--- src/rtl/trap_ctrl.sv ---
// rtl/trap_ctrl.sv - trap entry/exit sequencer; optional irq synchronizers via TRAP_CTRL_IRQ_SYNC_EN
module trap_ctrl #(
  parameter int DRAIN_TIMEOUT = 16
) (
  input  logic        clk,
  input  logic        rst,
  input  logic        i_irq_ext,
  input  logic        i_irq_sw,
  input  logic        i_irq_tmr,
  input  logic        i_exc_valid,
  input  logic [31:0] i_exc_cause,
  input  logic [31:0] i_exc_pc,
  input  logic [31:0] i_exc_tval,
  input  logic        i_mret,
  input  logic [31:0] i_cur_pc,
  input  logic        i_pipe_idle,
  input  logic        i_mstatus_mie,
  input  logic [31:0] i_mie,
  output logic        o_interrupt_enter,
  output logic        o_interrupt_exit,
  output logic [31:0] o_int_cause,
  output logic [31:0] o_int_pc,
  output logic [31:0] o_int_mtval,
  output logic        o_stall,
  output logic        o_flush,
  output logic [31:0] o_mip
);

  localparam int CW = (DRAIN_TIMEOUT > 1) ? $clog2(DRAIN_TIMEOUT) : 1;
  localparam logic [CW-1:0] CNT_MAX = CW'(DRAIN_TIMEOUT - 1);

  typedef enum logic [1:0] {S_IDLE, S_DRAIN, S_ENTER, S_EXIT} state_t;

  state_t        state, state_nxt;
  logic [CW-1:0] cnt;
  logic [31:0]   lat_cause, lat_pc, lat_tval;
  logic          lat_is_irq;
  logic          take_req, take_exc;
  logic [2:0]    irq_lvl;
  logic          ext_el, sw_el, tmr_el, req_any;
  logic [31:0]   irq_cause;

  // only the three implemented source enables are consulted
  logic unused_mie;
  assign unused_mie = ^{i_mie[31:12], i_mie[10:8], i_mie[6:4], i_mie[2:0]};

`ifdef TRAP_CTRL_IRQ_SYNC_EN
  logic [2:0] irq_s1, irq_s2;
  // two-flop synchronizer on the asynchronous interrupt levels
  always_ff @(posedge clk or negedge rst) begin
    if (!rst) begin
      irq_s1 <= 3'b000;
      irq_s2 <= 3'b000;
    end else begin
      irq_s1 <= {i_irq_ext, i_irq_sw, i_irq_tmr};
      irq_s2 <= irq_s1;
    end
  end
  assign irq_lvl = irq_s2;
`else
  assign irq_lvl = {i_irq_ext, i_irq_sw, i_irq_tmr};
`endif

  assign ext_el  = i_mstatus_mie & i_mie[11] & irq_lvl[2];
  assign sw_el   = i_mstatus_mie & i_mie[3]  & irq_lvl[1];
  assign tmr_el  = i_mstatus_mie & i_mie[7]  & irq_lvl[0];
  assign req_any = i_exc_valid | ext_el | sw_el | tmr_el;

  assign irq_cause = ext_el ? 32'h8000_000B :
                     sw_el  ? 32'h8000_0003 : 32'h8000_0007;

  // pending view follows raw levels, forced low while reset is held
  assign o_mip = rst ? {20'd0, irq_lvl[2], 3'd0, irq_lvl[0], 3'd0, irq_lvl[1], 3'd0} : 32'd0;

  // state register
  always_ff @(posedge clk or negedge rst) begin
    if (!rst) state <= S_IDLE;
    else      state <= state_nxt;
  end

  // next state and handshake outputs
  always_comb begin
    state_nxt         = state;
    take_req          = 1'b0;
    take_exc          = 1'b0;
    o_interrupt_enter = 1'b0;
    o_interrupt_exit  = 1'b0;
    o_stall           = 1'b0;
    o_flush           = 1'b0;
    o_int_cause       = 32'd0;
    o_int_pc          = 32'd0;
    o_int_mtval       = 32'd0;
    case (state)
      S_IDLE: begin
        if (req_any) begin
          state_nxt = S_DRAIN;
          take_req  = 1'b1;
        end else if (i_mret) begin
          state_nxt = S_EXIT;
        end
      end
      S_DRAIN: begin
        o_stall  = 1'b1;
        take_exc = i_exc_valid & lat_is_irq;
        if (i_pipe_idle || cnt == CNT_MAX) state_nxt = S_ENTER;
      end
      S_ENTER: begin
        o_interrupt_enter = 1'b1;
        o_stall           = 1'b1;
        o_flush           = 1'b1;
        o_int_cause       = lat_cause;
        o_int_pc          = lat_pc;
        o_int_mtval       = lat_tval;
        state_nxt         = S_IDLE;
      end
      S_EXIT: begin
        o_interrupt_exit = 1'b1;
        o_flush          = 1'b1;
        state_nxt        = S_IDLE;
      end
      default: state_nxt = S_IDLE;
    endcase
  end

  // trap record latch and saturating drain counter
  always_ff @(posedge clk or negedge rst) begin
    if (!rst) begin
      cnt        <= '0;
      lat_cause  <= 32'd0;
      lat_pc     <= 32'd0;
      lat_tval   <= 32'd0;
      lat_is_irq <= 1'b0;
    end else if (take_req) begin
      cnt <= '0;
      if (i_exc_valid) begin
        lat_cause  <= i_exc_cause;
        lat_pc     <= i_exc_pc;
        lat_tval   <= i_exc_tval;
        lat_is_irq <= 1'b0;
      end else begin
        lat_cause  <= irq_cause;
        lat_pc     <= i_cur_pc;
        lat_tval   <= 32'd0;
        lat_is_irq <= 1'b1;
      end
    end else if (state == S_DRAIN) begin
      if (cnt != CNT_MAX) cnt <= cnt + 1'b1;
      if (take_exc) begin
        lat_cause  <= i_exc_cause;
        lat_pc     <= i_exc_pc;
        lat_tval   <= i_exc_tval;
        lat_is_irq <= 1'b0;
      end
    end
  end

endmodule

--- config.mk ---
export PLATFORM = sky130hd
export DESIGN_NAME = trap_ctrl
export DESIGN_NICKNAME = d
export VERILOG_FILES = /design/src/rtl/trap_ctrl.sv
export SDC_FILE = /design/constraint.sdc
export NUM_CORES = 1
export LEC_CHECK = 0
export ABC_AREA = 1
export CAP_MARGIN = 20
export CORE_MARGIN = 1
export CORE_UTILIZATION = 35
export DETAILED_ROUTE_END_ITERATION = 10
export PLACE_DENSITY = 0.75
export SYNTH_ARGS = -nofsm -noshare
export SYNTH_HDL_FRONTEND = slang
export SYNTH_SLANG_ARGS = --single-unit
--- constraint.sdc ---
create_clock -name clk -period 3.4 [get_ports clk]
set_clock_uncertainty 0.2 [all_clocks]
set_input_delay 1.02 -clock clk [delete_from_list [all_inputs] [get_ports clk]]
set_output_delay 1.02 -clock clk [all_outputs]
set_load 0.03 [all_outputs]
# Yosys cells after proc, flatten, opt, wreduce, memory -nomap -nowiden
# Cells that the tools add are included.
[totals]
elab_cells = 70
register_bits = 103
input_bits = 169
[classes]
reduce_logical = 10
eq_ne = 7
add_sub_neg = 1
mux = 36
bitwise_logic = 10
[op_table]
columns = ["op", "count"]
rows = [
  ["two-way mux 32 bit", 15],
  ["two-way mux 4 bit", 4],
  ["two-way mux 12 bit", 1],
  ["two-way mux 1 bit", 11],
  ["AND 1 bit", 7],
  ["two-way mux 2 bit", 3],
  ["one-hot mux 2 bit (3 select lines)", 1],
  ["AND reduction 2 bit", 3],
  ["nonzero test 2 bit", 3],
  ["adder 4 x 1 -> 4 bit (second input constant)", 1],
  ["equality test 2 bit (second input constant)", 2],
  ["equality test 4 bit (second input constant)", 1],
  ["inequality test 4 bit (second input constant)", 1],
  ["OR reduction 2 bit", 2],
  ["two-way mux 3 bit", 1],
  ["inequality test 3 bit (second input constant)", 1],
  ["bitwise OR 1 bit", 3],
  ["equality test 2 x 1 -> 1 bit (second input constant)", 1],
  ["logical NOT 2 bit", 1],
  ["inequality test 2 bit (second input constant)", 1],
  ["logical OR 1 bit", 1],
]

# Logic depth before layout (Yosys ltp)
[logic_depth]
word_depth = 9
depth_mapped = 8

# Least setup slack after synthesis
# OpenSTA, ideal clock, no wires.
[synth_timing]
path_type = "register -> output"
from = "register state[0]"
to = "output port o_int_cause[10]"
stages_incl_launch_ff = 8
arrival_ns = 1.872
path_buffers = 3
slack_ns = 0.308
path_cell_list = "dfrtp_1 > inv_1 > ha_1 > clkbuf_1 > clkbuf_1 > buf_1 > nand2_1 > inv_1"
[synth_via]
elab_chain_cells = 2
[synth_rtl]
columns = ["item", "line", "source"]
rows = [
  ["from (decl)", "34", "state_t state, state_nxt;"],
  ["from (signal assigned)", "78", "else state <= state_nxt;"],
  ["equality test 2 bit", "93", "case (state)"],
  ["two-way mux 32 bit", "93", ""],
  ["to (decl)", "21", "output logic [31:0] o_int_cause,"],
]
# No other way between the ends.

# Worst setup path after layout
[layout_timing]
from = "register state[0]"
to = "output port o_int_pc[28]"
[layout_via]
elab_chain_cells = 2
[layout_rtl]
columns = ["item", "line", "source"]
rows = [
  ["equality test 2 bit", "93", ""],
  ["two-way mux 32 bit", "93", ""],
  ["to (decl)", "22", "output logic [31:0] o_int_pc,"],
]
# No other way between the ends.

==> reports/metrics.csv <==
stage,metric,value,unit
run_status,run_status,"finished, final reports clean",
synth,ys_seq_elements,103,
job,max_cap_violations,0,
power,ir_worst_vdd,568.8,µV
floorplanning,ioPinCount,301,
place,place_ws,0.1303,ns
cells_and_area,drive_above_1_share,0.04276,
synth,synth.distinct_cells,22,
clock_network,clockRootBuffer,clkbuf_16,
sta,max_slew_margin,0.4289,
synth,synth_area_per_cell,6.647,µm²
sta,grt_setup_unrepaired,false,
synth,yosysSeqAreaShare,0.4134,
floorplanning,die_w,135.5,µm
clock_network,clock_path_buffers,2,
drt,via_per_inst,4.646,
global_routing,gr-total-overflow,0,
min_path,min_path_type,reg2reg,
critical_path,arrival,1.99,ns
sta,timing.hold.ws,0.3059,ns
cells_and_area,layout_common_cells,"nand2_1, nand3_1, clkdlybuf4s50_1, inv_1, dfrtp_1",
cells_and_area,n_antenna_cell,0,
clock_network,htreeDepth,3,
cells_and_area,final_cells,1371,
place,post-place-cells,1356,
global_routing,grt_max_degree,99,
min_path,hold_path.startpoint,lat_cause[22]$_DFFE_PN0P_,
floorplanning,die_area,0.01835,mm²
drt,vias,6369,
cells_and_area,nets,1316,
critical_path,worstPathRequired,2.18,ns
sta,max_clock_freq,0.3113,GHz
cells_and_area,final_common_cell,nand2_1,
drt,antenna_left,0,
power,p_leak,5.598,nW
sta,period_minus_slack,3.213,ns
sta,slew_viol_final,0,
drt,routed_wl,18.51,mm
power,power.density,724.4,mW/mm²
place,post-dp-hpwl,12.56,mm
critical_path,timing.rr.start,state[0]$_DFFE_PN0P_,
clock_network,cts_num_sinks,103,
place,portBuffers,242,
sta,worst_slack,0.1874,ns
critical_path,cp_max_fo,11,
cells_and_area,fillers,1731,
clock_network,clkLatencyLatePin,0.34,ns
drt,drt_iter0_markers,273,
floorplanning,initial_core_util,0.3592,
global_routing,antenna_found_initial,0,
critical_path,path_class,reg2out,
clock_network,path_clk_slew,0.06,ns
global_routing,track_usage,0.2059,
drt,post_drt_wl_per_cell,13.50,µm
critical_path,end_kind,output port,
clock_network,numCtsBuffers,9,
sta,finalHoldViolations,0,
floorplanning,fp.coreArea,0.01736,mm²
sta,post-route-period-util,0.9449,
global_routing,grt_pass1_vias,5908,
synth,yosys_warnings,0,
sta,report.final.setup_viol,0,
clock_network,cts_hold_repair.buffers,0,
sta,fin_setup_tns,0,ns
cells_and_area,syn2layout_area_growth,43.47,%
floorplanning,rows,48,
global_routing,grt_pass1_wl,29.84,mm
critical_path,cp-startpoint,state[0]$_DFFE_PN0P_,
synth,syn_inst,938,
drt,post-route-drc-count,0,
synth,synthesis.area,0.006235,mm²
place,finalWeightedCongestion,0.7721,
floorplanning,die_h,135.5,µm
critical_path,startpoint_type,register,
clock_network,cts_tree,built,
clock_network,cts_setup_buffers,0,
sta,worstMarginPinSlew,0.8567,ns
drt,firstDrtPassIters,4,
[critical path: stages (launching register included)]
cell and delay, ns:
dfrtp_1 0.42, inv_1 0.13, ha_4 0.27, nand2_1 0.08, inv_1 0.06, clkdlybuf4s50_1 0.68
[layer usage]
layer | vias to the layer above | track usage | share of wire
met2 | 234 | 0.3513 | 0.49
met4 | 0 | 0.06429 | 0.0099
met3 | 12 | 0.04265 | 0.073
li1 | 3236 | - | -
met1 | 2887 | 0.2596 | 0.43
met5 | - | 0 | 0
[cells by family (layout without fill, tap and decap cells)]
logic type	after synthesis	count (layout)	synth area share
buffers and inverters	201	381	0.1495
adder cells (fa/ha/maj)	5	5	0.01003
XOR/XNOR	1	1	0.001405
other	1	29	0.0006015
AND/OR/NAND/NOR	623	623	0.4218
AO/OA/AOI/OAI	4	4	0.003211
flip-flops	103	103	0.4134
[cells in the mapped netlist, drive strengths merged]
library cell | n | share of area
clkbuf | 21 | 0.013
conb | 1 | 0.00060
ha | 5 | 0.010
inv | 107 | 0.064
nand2 | 409 | 0.25
nor2 | 4 | 0.0024
nand3b | 1 | 0.0012
xnor2 | 1 | 0.0014
o21ai | 2 | 0.0016
buf | 73 | 0.072
or2 | 3 | 0.0030
dfrtp | 103 | 0.41
a21oi | 2 | 0.0016
nand3 | 202 | 0.16
nor3 | 2 | 0.0016
nand4 | 2 | 0.0044
[flip-flops by register name, summed over array words and instances (netlist names)]
name	cells
lat_cause	32
lat_pc	32
lat_tval	32
cnt	4
state	2
lat_is_irq	1
[path summary, 6_finish.rpt]
kind	end	slack [ns]	cells after the start
hold reg to reg	lat_cause[22]$_DFFE_PN0P_	0.31	2
setup / recovery	o_int_pc[28]	0.19	5
setup reg to reg	lat_pc[1]$_DFFE_PN0P_	1.23	8
max in group asynchronous	lat_pc[18]$_DFFE_PN0P_	1.16	3
hold / removal	lat_cause[22]$_DFFE_PN0P_	0.31	2
min in group asynchronous	lat_cause[3]$_DFFE_PN0P_	0.65	2
[per-stage QoR]
stage | power (mW) | area [µm²] | utilization
after global routing | 7.048 | 8945 | 0.5154
after global placement | 5.644 | 8761 | 0.5048
after CTS | 6.577 | 8930 | 0.5145
after floorplan | 4.456 | 6340 | -
final | 6.479 | 8945 | 0.5154
after detailed placement | 5.720 | 8761 | 0.5048
[power by group]
part	leakage (nW)	switching (mW)	internal (mW)
Sequential	1.29	0.308	1.80
Combinational	4.18	2.20	1.19
Clock	0.131	0.465	0.513
Total	5.60	2.98	3.50
[area by class of cell]
type / count / area (µm²) / area share
clock inverter: 5 / 33.78 / 0.003777
inverter: 107 / 401.6 / 0.04490
timing repair buffer: 259 / 2541 / 0.2841
multi-input combinational: 662 / 2870 / 0.3209
sequential: 103 / 2577 / 0.2882
clock buffer: 10 / 239.0 / 0.02672
tap: 225 / 281.5 / 0.03147
[what timing repair did]
action | in CTS | in global routing
resized for setup | 83 | 6
setup endpoints to repair | 83 | 6
pin swaps | 0 | 0
(Power assumes the default switching activity.)
